===== config.mk =====
export PLATFORM = sky130hd
export DESIGN_NAME = modport_slave_flat
export DESIGN_NICKNAME = d
export VERILOG_FILES = /design/src/rtl/modport_slave_pkg.sv /design/src/rtl/modport_slave_if.sv /design/src/rtl/modport_slave.sv /design/src/flat_wrapper.sv
export SDC_FILE = /design/constraint.sdc
export NUM_CORES = 1
export LEC_CHECK = 0
export CORE_MARGIN = 2
export CORE_UTILIZATION = 40
export CTS_CLUSTER_DIAMETER = 150
export CTS_CLUSTER_SIZE = 40
export DETAILED_ROUTE_END_ITERATION = 12
export PLACE_DENSITY = 0.62
export SLEW_MARGIN = 20
export SYNTH_ARGS = -nofsm -noshare
export SYNTH_HDL_FRONTEND = slang
export SYNTH_SLANG_ARGS = --single-unit

===== constraint.sdc =====
create_clock -name ACLK -period 62.4 [get_ports ACLK]
set_input_delay 18.72 -clock ACLK [delete_from_list [all_inputs] [get_ports ACLK]]
set_output_delay 18.72 -clock ACLK [all_outputs]
set_load 0.01 [all_outputs]

===== src/rtl/modport_slave_pkg.sv =====
// rtl/modport_slave_pkg.sv - shared constants, types and FSM encodings for modport_slave
package modport_pkg;

    localparam int NUM_REGS = 16;

    localparam logic [31:0] ID_VALUE = 32'hA5A5_0001;

    localparam logic [1:0] RESP_OKAY   = 2'b00;
    localparam logic [1:0] RESP_SLVERR = 2'b10;

    typedef logic [$clog2(NUM_REGS)-1:0] reg_idx_t;

    // Top slot of the bank is the read-only identification word
    localparam reg_idx_t ID_IDX = reg_idx_t'(NUM_REGS - 1);

    typedef enum logic [2:0] {
        WR_RESET,
        WR_IDLE,
        WR_HAVE_AW,
        WR_HAVE_W,
        WR_RESP
    } wr_state_t;

    typedef enum logic [1:0] {
        RD_RESET,
        RD_IDLE,
        RD_RESP
    } rd_state_t;

endpackage


===== src/rtl/modport_slave_if.sv =====
// rtl/modport_slave_if.sv - register-bus channel bundle with master/slave modports
interface modport_slave_if #(
    parameter int ADDR_W = 8,
    parameter int DATA_W = 32
);
    logic [ADDR_W-1:0]   awaddr;
    logic [2:0]          awprot;
    logic                awvalid;
    logic                awready;

    logic [DATA_W-1:0]   wdata;
    logic [DATA_W/8-1:0] wstrb;
    logic                wvalid;
    logic                wready;

    logic [1:0]          bresp;
    logic                bvalid;
    logic                bready;

    logic [ADDR_W-1:0]   araddr;
    logic [2:0]          arprot;
    logic                arvalid;
    logic                arready;

    logic [DATA_W-1:0]   rdata;
    logic [1:0]          rresp;
    logic                rvalid;
    logic                rready;

    modport master (
        output awaddr, awprot, awvalid, input awready,
        output wdata, wstrb, wvalid, input wready,
        input bresp, bvalid, output bready,
        output araddr, arprot, arvalid, input arready,
        input rdata, rresp, rvalid, output rready
    );

    modport slave (
        input awaddr, awprot, awvalid, output awready,
        input wdata, wstrb, wvalid, output wready,
        output bresp, bvalid, input bready,
        input araddr, arprot, arvalid, output arready,
        output rdata, rresp, rvalid, input rready
    );
endinterface


===== src/rtl/modport_slave.sv =====
// rtl/modport_slave.sv - 16x32 register bank slave with independent write and read channels
module modport_slave
    import modport_pkg::*;
#(
    parameter int ADDR_W = 8,
    parameter int DATA_W = 32
) (
    input  logic             ACLK,
    input  logic             ARESET,
    modport_slave_if.slave   S_AXI
);

    localparam int STRB_W = DATA_W / 8;

    wr_state_t           wr_state, wr_next;
    rd_state_t           rd_state, rd_next;

    logic                awready_c, wready_c, bvalid_c, commit;
    logic                arready_c, rvalid_c, ar_hs;

    logic [ADDR_W-1:0]   aw_addr_q;
    logic [DATA_W-1:0]   w_data_q;
    logic [STRB_W-1:0]   w_strb_q;

    logic [ADDR_W-1:0]   wr_addr;
    logic [DATA_W-1:0]   wr_data;
    logic [STRB_W-1:0]   wr_strb;
    reg_idx_t            wr_idx, rd_idx;
    logic                wr_oob, rd_oob;

    logic [DATA_W-1:0]   regs [NUM_REGS];
    logic [1:0]          bresp_q, rresp_q;
    logic [DATA_W-1:0]   rdata_q;

    logic                unused_bits;

    // A buffered half wins over the live bus; otherwise the half arrives this very cycle
    assign wr_addr = (wr_state == WR_HAVE_AW) ? aw_addr_q : S_AXI.awaddr;
    assign wr_data = (wr_state == WR_HAVE_W)  ? w_data_q  : S_AXI.wdata;
    assign wr_strb = (wr_state == WR_HAVE_W)  ? w_strb_q  : S_AXI.wstrb;
    assign wr_idx  = wr_addr[5:2];
    assign wr_oob  = |wr_addr[ADDR_W-1:6];

    assign rd_idx  = S_AXI.araddr[5:2];
    assign rd_oob  = |S_AXI.araddr[ADDR_W-1:6];
    assign ar_hs   = arready_c & S_AXI.arvalid;

    assign unused_bits = ^{S_AXI.awprot, S_AXI.arprot, wr_addr[1:0], S_AXI.araddr[1:0]};

    // Write channel state register
    always_ff @(posedge ACLK or posedge ARESET) begin
        if (ARESET) wr_state <= WR_RESET;
        else        wr_state <= wr_next;
    end

    // Write channel sequencing: collect AW and W in any order, commit when the pair completes
    always_comb begin
        wr_next   = wr_state;
        awready_c = 1'b0;
        wready_c  = 1'b0;
        bvalid_c  = 1'b0;
        commit    = 1'b0;
        case (wr_state)
            WR_RESET: wr_next = WR_IDLE;
            WR_IDLE: begin
                awready_c = 1'b1;
                wready_c  = 1'b1;
                if (S_AXI.awvalid && S_AXI.wvalid) begin
                    commit  = 1'b1;
                    wr_next = WR_RESP;
                end else if (S_AXI.awvalid) begin
                    wr_next = WR_HAVE_AW;
                end else if (S_AXI.wvalid) begin
                    wr_next = WR_HAVE_W;
                end
            end
            WR_HAVE_AW: begin
                wready_c = 1'b1;
                if (S_AXI.wvalid) begin
                    commit  = 1'b1;
                    wr_next = WR_RESP;
                end
            end
            WR_HAVE_W: begin
                awready_c = 1'b1;
                if (S_AXI.awvalid) begin
                    commit  = 1'b1;
                    wr_next = WR_RESP;
                end
            end
            WR_RESP: begin
                bvalid_c = 1'b1;
                if (S_AXI.bready) wr_next = WR_IDLE;
            end
            default: wr_next = WR_IDLE;
        endcase
    end

    // Hold whichever write half arrived first until its partner shows up
    always_ff @(posedge ACLK or posedge ARESET) begin
        if (ARESET) begin
            aw_addr_q <= '0;
            w_data_q  <= '0;
            w_strb_q  <= '0;
        end else begin
            if (awready_c && S_AXI.awvalid) aw_addr_q <= S_AXI.awaddr;
            if (wready_c && S_AXI.wvalid) begin
                w_data_q <= S_AXI.wdata;
                w_strb_q <= S_AXI.wstrb;
            end
        end
    end

    // Register bank update with per-byte strobes; ID slot and out-of-range writes are dropped
    always_ff @(posedge ACLK or posedge ARESET) begin
        if (ARESET) begin
            for (int i = 0; i < NUM_REGS; i++) regs[i] <= '0;
        end else if (commit && !wr_oob && (wr_idx != ID_IDX)) begin
            for (int b = 0; b < STRB_W; b++) begin
                if (wr_strb[b]) regs[wr_idx][8*b +: 8] <= wr_data[8*b +: 8];
            end
        end
    end

    // Write response code, captured at commit and held while bvalid waits
    always_ff @(posedge ACLK or posedge ARESET) begin
        if (ARESET)      bresp_q <= RESP_OKAY;
        else if (commit) bresp_q <= wr_oob ? RESP_SLVERR : RESP_OKAY;
    end

    // Read channel state register
    always_ff @(posedge ACLK or posedge ARESET) begin
        if (ARESET) rd_state <= RD_RESET;
        else        rd_state <= rd_next;
    end

    // Read channel sequencing: one outstanding read, address accepted only while no data waits
    always_comb begin
        rd_next   = rd_state;
        arready_c = 1'b0;
        rvalid_c  = 1'b0;
        case (rd_state)
            RD_RESET: rd_next = RD_IDLE;
            RD_IDLE: begin
                arready_c = 1'b1;
                if (S_AXI.arvalid) rd_next = RD_RESP;
            end
            RD_RESP: begin
                rvalid_c = 1'b1;
                if (S_AXI.rready) rd_next = RD_IDLE;
            end
            default: rd_next = RD_IDLE;
        endcase
    end

    // Read data capture; sampling the bank before a same-edge commit yields the old value
    always_ff @(posedge ACLK or posedge ARESET) begin
        if (ARESET) begin
            rdata_q <= '0;
            rresp_q <= RESP_OKAY;
        end else if (ar_hs) begin
            if (rd_oob) begin
                rdata_q <= '0;
                rresp_q <= RESP_SLVERR;
            end else begin
                rdata_q <= (rd_idx == ID_IDX) ? ID_VALUE : regs[rd_idx];
                rresp_q <= RESP_OKAY;
            end
        end
    end

    assign S_AXI.awready = awready_c;
    assign S_AXI.wready  = wready_c;
    assign S_AXI.bvalid  = bvalid_c;
    assign S_AXI.bresp   = bresp_q;
    assign S_AXI.arready = arready_c;
    assign S_AXI.rvalid  = rvalid_c;
    assign S_AXI.rdata   = rdata_q;
    assign S_AXI.rresp   = rresp_q;

endmodule


===== src/flat_wrapper.sv =====
// flat-port wrapper written by rule: the top's interface ports become plain ports
module modport_slave_flat import modport_pkg::*;
#(
    parameter int ADDR_W = 8,
    parameter int DATA_W = 32
)
  (ACLK, ARESET, S_AXI_awaddr, S_AXI_awprot, S_AXI_awvalid, S_AXI_awready, S_AXI_wdata, S_AXI_wstrb, S_AXI_wvalid, S_AXI_wready, S_AXI_bresp, S_AXI_bvalid, S_AXI_bready, S_AXI_araddr, S_AXI_arprot, S_AXI_arvalid, S_AXI_arready, S_AXI_rdata, S_AXI_rresp, S_AXI_rvalid, S_AXI_rready);
  modport_slave_if #(.ADDR_W(ADDR_W), .DATA_W(DATA_W)) S_AXI_i ();
  input  logic ACLK;
  input  logic ARESET;
  input wire logic [$bits(S_AXI_i.awaddr)-1:0] S_AXI_awaddr;
  input wire logic [$bits(S_AXI_i.awprot)-1:0] S_AXI_awprot;
  input wire logic [$bits(S_AXI_i.awvalid)-1:0] S_AXI_awvalid;
  output wire logic [$bits(S_AXI_i.awready)-1:0] S_AXI_awready;
  input wire logic [$bits(S_AXI_i.wdata)-1:0] S_AXI_wdata;
  input wire logic [$bits(S_AXI_i.wstrb)-1:0] S_AXI_wstrb;
  input wire logic [$bits(S_AXI_i.wvalid)-1:0] S_AXI_wvalid;
  output wire logic [$bits(S_AXI_i.wready)-1:0] S_AXI_wready;
  output wire logic [$bits(S_AXI_i.bresp)-1:0] S_AXI_bresp;
  output wire logic [$bits(S_AXI_i.bvalid)-1:0] S_AXI_bvalid;
  input wire logic [$bits(S_AXI_i.bready)-1:0] S_AXI_bready;
  input wire logic [$bits(S_AXI_i.araddr)-1:0] S_AXI_araddr;
  input wire logic [$bits(S_AXI_i.arprot)-1:0] S_AXI_arprot;
  input wire logic [$bits(S_AXI_i.arvalid)-1:0] S_AXI_arvalid;
  output wire logic [$bits(S_AXI_i.arready)-1:0] S_AXI_arready;
  output wire logic [$bits(S_AXI_i.rdata)-1:0] S_AXI_rdata;
  output wire logic [$bits(S_AXI_i.rresp)-1:0] S_AXI_rresp;
  output wire logic [$bits(S_AXI_i.rvalid)-1:0] S_AXI_rvalid;
  input wire logic [$bits(S_AXI_i.rready)-1:0] S_AXI_rready;
  assign S_AXI_i.awaddr = S_AXI_awaddr;
  assign S_AXI_i.awprot = S_AXI_awprot;
  assign S_AXI_i.awvalid = S_AXI_awvalid;
  assign S_AXI_awready = S_AXI_i.awready;
  assign S_AXI_i.wdata = S_AXI_wdata;
  assign S_AXI_i.wstrb = S_AXI_wstrb;
  assign S_AXI_i.wvalid = S_AXI_wvalid;
  assign S_AXI_wready = S_AXI_i.wready;
  assign S_AXI_bresp = S_AXI_i.bresp;
  assign S_AXI_bvalid = S_AXI_i.bvalid;
  assign S_AXI_i.bready = S_AXI_bready;
  assign S_AXI_i.araddr = S_AXI_araddr;
  assign S_AXI_i.arprot = S_AXI_arprot;
  assign S_AXI_i.arvalid = S_AXI_arvalid;
  assign S_AXI_arready = S_AXI_i.arready;
  assign S_AXI_rdata = S_AXI_i.rdata;
  assign S_AXI_rresp = S_AXI_i.rresp;
  assign S_AXI_rvalid = S_AXI_i.rvalid;
  assign S_AXI_i.rready = S_AXI_rready;
  modport_slave #(.ADDR_W(ADDR_W), .DATA_W(DATA_W)) u_core (.ACLK(ACLK), .ARESET(ARESET), .S_AXI(S_AXI_i));
endmodule

## Yosys cells after proc, flatten, opt, wreduce, memory -nomap -nowiden

Index checks and enable logic that the tools add are counted.

- Bits in registers: 597
- Input bits: 65
- Word-level logic and storage cells: 105
- Output and inout bits: 41

- Bitwise logic cells: 3
- Muxes and demuxes: 48
- Reductions and logical operators: 13
- $lt $le $gt $ge: 3
- Equality and inequality tests: 14

Operators by type and width:

| cell | count |
|---|---|
| $mux 512 | 7 |
| $bwmux 512 | 4 |
| $demux 32 s4 | 4 |
| $mux 32 | 6 |
| $bmux 32 s4 | 1 |
| $mux 24 | 1 |
| $mux 3 | 6 |
| $mux 16 | 1 |
| $mux 8 | 2 |
| $pmux 3 s4 | 1 |
| $ge 5x5->1 const B | 2 |
| $ne 2x2->1 const B | 5 |
| $not 4->5 | 2 |
| $mux 1 | 8 |
| $mux 2 | 4 |
| $reduce_or 2->1 | 4 |
| $eq 3x2->1 const B | 2 |
| $logic_and 1x1->1 | 6 |
| $lt 5x1->1 const B | 1 |
| $eq 4x4->1 const B | 1 |
| $mux 4 | 1 |
| $ne 4x3->1 const B | 1 |
| $ne 4x4->1 const B | 1 |
| $pmux 2 s2 | 1 |
| 9 further kinds | 9 |

## Depth between registers and ports, before layout

- Word-level depth: 18
- Gate-level depth with buffers: 9
- Gate-level depth less buffers: 5

## Least setup slack after synthesis

OpenSTA, ideal clock, no wires.

- Path kind: input port to flip-flop
- Start: in S_AXI_awaddr[5]
- End: reg u_core.regs[376] (netlist bit)
- Setup slack: 41,822 ps
- Required time: 62,275 ps
- Arrival: 20,453 ps
- Setup time: 125 ps
- Cell stages on the path: 7
- Path buffers: 2
- Cells stage by stage: or3_4 or3b_1 a21oi_2 buf_4 nor2b_1 buf_4 mux2_2

- Cells in the longest elaborated chain, start to end: 14
- Elaborated cells on any way between the ends: 23
- Those cells by class: order compare (2); eq/ne (1); mux (17); bitwise (1); reduce/logical (2)

RTL lines:

| item | line | text |
|---|---|---|
| start, declared | flat_wrapper.sv:11 | `input wire logic [$bits(S_AXI_i.awaddr)-1:0] S_AXI_awaddr;` |
| $mux 8 (*) | modport_slave.sv:38 | `assign wr_addr = (wr_state == WR_HAVE_AW) ? aw_addr_q : S_AXI.awaddr;` |
| $not 4->5 (not written as such) | modport_slave.sv:120 | `if (wr_strb[b]) regs[wr_idx][8*b +: 8] <= wr_data[8*b +: 8];` |
| $demux 32 s4 | modport_slave.sv:120 |  |
| $bwmux 512 | modport_slave.sv:120 |  |
| $mux 512 | modport_slave.sv:120 |  |
| $mux 512 | modport_slave.sv:118 | `end else if (commit && !wr_oob && (wr_idx != ID_IDX)) begin` |
| $bwmux 512 | modport_slave.sv:120 |  |
| $mux 512 | modport_slave.sv:120 |  |
| $mux 512 | modport_slave.sv:118 |  |
| $bwmux 512 | modport_slave.sv:120 |  |
| $mux 512 | modport_slave.sv:120 |  |
| $mux 512 | modport_slave.sv:118 |  |
| $bwmux 512 | modport_slave.sv:120 |  |
| $mux 512 | modport_slave.sv:120 |  |
| end signal, assigned by index | modport_slave.sv:120 |  |
| end, declared | modport_slave.sv:31 | `logic [DATA_W-1:0] regs [NUM_REGS];` |

Mark *: on every way between the ends. The rest lies on a longest branch, timed or not. The select of a mux whose other input is x is not followed.
A chain may end at the register's enable or synchronous reset.

## Worst setup path after layout

- Start: in S_AXI_awaddr[5]
- End: reg u_core.regs[121] (netlist bit)

Same word-level chain as after synthesis.

==> results.yml <==
placement:
  numPortBuffers: 93
  routabilityCongestion: 0.7323
  place_area_um2: 28320
  hpwl_um: 39330
clock_network:
  root_buffer: "clkbuf_16"
  insertion_delay_ns: 0.59
  cts_buffers: 18
  holdBufCountCts: 0
  cts_setup_buffers: 0
  path_clk_slew_ns: 0.14
  htree_levels: 1
  clock_sinks: 590
  cts_tree: "built"
  cts_buffer_depth: 3
  ctsResizeCount: 0
power_and_ir_drop:
  swShare_pct: 29.34
  p_int_mw: 0.6141
  combPwrFrac_pct: 24.4
  peakVddDrop_mv: 0.01680
  p_per_area_nw_per_um2: 30.14
  p_sw_mw: 0.2550
  clkPwrFrac_pct: 19.4
  p_leak_nw: 13.67
  p_seq_share_pct: 56.2
status:
  outcome: "complete, no violations"
global_routing:
  grt_pass1_wl_um: 98300
  antenna_found_initial: 1
  grt_pass1_vias: 15980
  grt.overflow.total: 0
  grt_max_degree: 179
  track_usage_pct: 18.41
setup_path:
  worstPathArrival_ns: 22.21
  required_ns: 62.87
  startpoint_type: "input pin"
  critPathKind: "in -> reg"
  crit_fanout: 12
  rr_startpoint: "u_core.wr_state[2]"
  worst-r2r-cell-count: 5
  rrSetupSlack_ns: 58.54
  crit_path_end_kind: "register"
  r2r-end: "u_core.regs[121]"
synthesis:
  synth_compound_area_share_pct: 4.222
  ys_async_sr_fraction_pct: 100.0
  synth_fa_ha_area_share_pct: 0
  synth-simple-area-share_pct: 3.694
  yosys.cell_types.count: 60
  ys_seq_area_share_pct: 55.11
  yosysWarningCount: 0
  synth_top_family_by_area: "multiplexers"
  synthCells: 1742
  ys_ff_latch: 590
  synth_area_leaders: "dfrtp_1 (55%), mux2_2 (19%), mux4_2 (10%)"
  avgSynthCellArea_um2: 15.38
  yosysTopAreaCellShare_pct: 55.11
  synth_edf_count: 0
  synthXorXnorAreaFrac_pct: 0.06538
  syn-cell-area_um2: 26790
  synth.largest_area_cell: "dfrtp_1"
  ys.flop_type: "dfrtp_1"
  muxShareOfSynthArea_pct: 34.26
timing:
  final.min_clock_period_ns: 21.74
  slew_violations: 0
  max_clock_freq_mhz: 45.99
  worst_pin_slew_ns: 1.184
  clock_skew_ns: 0.03737
  period_share_pct: 34.84
  rsz0062_at_grt: "false"
  finalHoldViolCount: 0
  finalSetupViolCount: 0
  tns_ns: 0
  slew_headroom_pct: 20.93
detailed_routing:
  drc_errors: 0
  drt_iter0_drc: 932
  via_count: 14680
  wl_per_cell_um: 24.32
  wirelength_um: 63020
  dr.pass1.iters: 7
  drt-vias-per-instance: 5.667
  ant_nets: 0
floorplan:
  initial_core_util_pct: 40.61
  row_count: 94
  core_um2: 65980
  dieWidth_um: 262.8
  fp.dieArea_um2: 69070
  io-pin-count: 106
  die_y_um: 262.8
min_path:
  hold_path.class: "reg -> reg"
  hold_start: "u_core.regs[19]"
  holdPathStages: 0
  holdPathEnd: "u_core.regs[19]"
final_layout:
  final_area_um2: 28840
  syn2layout_area_growth_pct: 7.636
  drive_gt1_share_pct: 40.50
  fin_nets: 1791
job:
  drv_cap: 0
[state kept, by name, indices dropped and copies added (netlist names)]
register and count:
u_core.wr_state 3, u_core.aw_addr_q 6, u_core.w_data_q 32, u_core.regs 509
u_core.w_strb_q 4, u_core.S_AXI.rresp 1, u_core.S_AXI.bresp 1, u_core.S_AXI.rdata 32
u_core.rd_state 2
[how the worst max path moves through the flow]
stage	from	endpoint	cells after the start
after floorplan	ARESET	u_core.S_AXI.bresp[1]	1
after global placement	S_AXI_awaddr[5]	u_core.regs[127]	6
after detailed placement	S_AXI_awaddr[5]	u_core.regs[127]	6
after CTS	S_AXI_awaddr[5]	u_core.regs[127]	6
after global routing	S_AXI_awaddr[5]	u_core.regs[122]	6
final	S_AXI_awaddr[5]	u_core.regs[121]	6
[synth_stat cells, drive strengths merged, types with 14 or more instances]
cell    number
clkbuf      95
a22oi       49
mux2       564
mux4       119
buf         56
nor2        15
mux2i       14
a22o        23
dfrtp      590
nand2       68
nor2b       26
a21oi       18
[critical path, stage by stage]
cell             delay (ns)
clkdlybuf4s50_1        0.58
or3b_1                 0.44
or3b_1                 0.39
a21oi_2                0.68
nor2b_1                0.97
mux2_2                 0.42
[metal layers]
| metal | routed length (um) | global-route usage (%) | vias to the layer above |
|---|---|---|---|
| li1 | - | - | 6385 |
| met1 | 28520 | 25.48 | 7994 |
| met2 | 30790 | 30.88 | 225 |
| met3 | 2154 | 2.221 | 78 |
| met4 | 1534 | 4.722 | 2 |
| met5 | 13 | 0 | - |
[cells by family after synthesis]
logic type	count (synthesis)
AO/OA/AOI/OAI	136
XOR/XNOR	2
buffers and inverters	157
flip-flops	590
multiplexers	697
other	1
AND/OR/NAND/NOR	159
[cell type report]
class | instances | area, um^2
Clock inverter | 1 | 11.26
Tap cell | 864 | 1081
Timing Repair Buffer | 114 | 1106
Inverter | 6 | 30.03
Fill cell | 5793 | 37140
Antenna cell | 1 | 2.502
Clock buffer | 19 | 475.5
Multi-Input combinational cell | 996 | 11370
Sequential cell | 590 | 14760
[cells in the final DEF, fill, tap and decap left out, types with 4 or more instances in the layout]
cell type,instances
a22o_1,23
a31oi_1,6
o21ai_0,4
mux2i_1,14
nor2b_2,5
nand2_4,8
a22oi_1,49
nor2b_1,19
o211ai_4,4
mux2_1,102
o211ai_2,8
a221oi_1,5
dfrtp_1,590
and3_1,10
clkbuf_16,19
nand2_1,35
buf_4,19
inv_1,5
nor2_2,4
nand3_1,10
a21oi_1,14
nand2b_1,5
clkdlybuf4s50_1,89
nor2_1,10
nand2_2,25
mux2_2,460
mux4_2,119
[power groups by stage]
stage          combinational [mW]  clock [mW]  sequential (mW)
6_report                    0.212       0.169            0.488
5_1_grt                     0.232       0.188            0.497
4_1_cts                     0.216       0.175            0.488
3_5_place_dp                0.215           0            0.496
3_3_place_gp                0.208           0            0.490
2_1_floorplan               0.166           0            0.484
[metrics by stage]
step | total power [mW] | hold WS, ns | cells | setup slack, ns | util [%]
after floorplan | 0.6500 | 0.4240 | 1743 | 27.17 | -
after global placement | 0.6983 | 0.3599 | 2569 | 40.07 | 42.91
after detailed placement | 0.7116 | 0.3630 | 2569 | 40.05 | 42.92
after CTS | 0.8793 | 0.3949 | 2589 | 40.68 | 43.66
after global routing | 0.9169 | 0.4033 | 2590 | 40.65 | 43.70
final | 0.8691 | 0.3887 | 2591 | 40.66 | 43.71
Note: power is estimated with default switching activity, not from simulation.
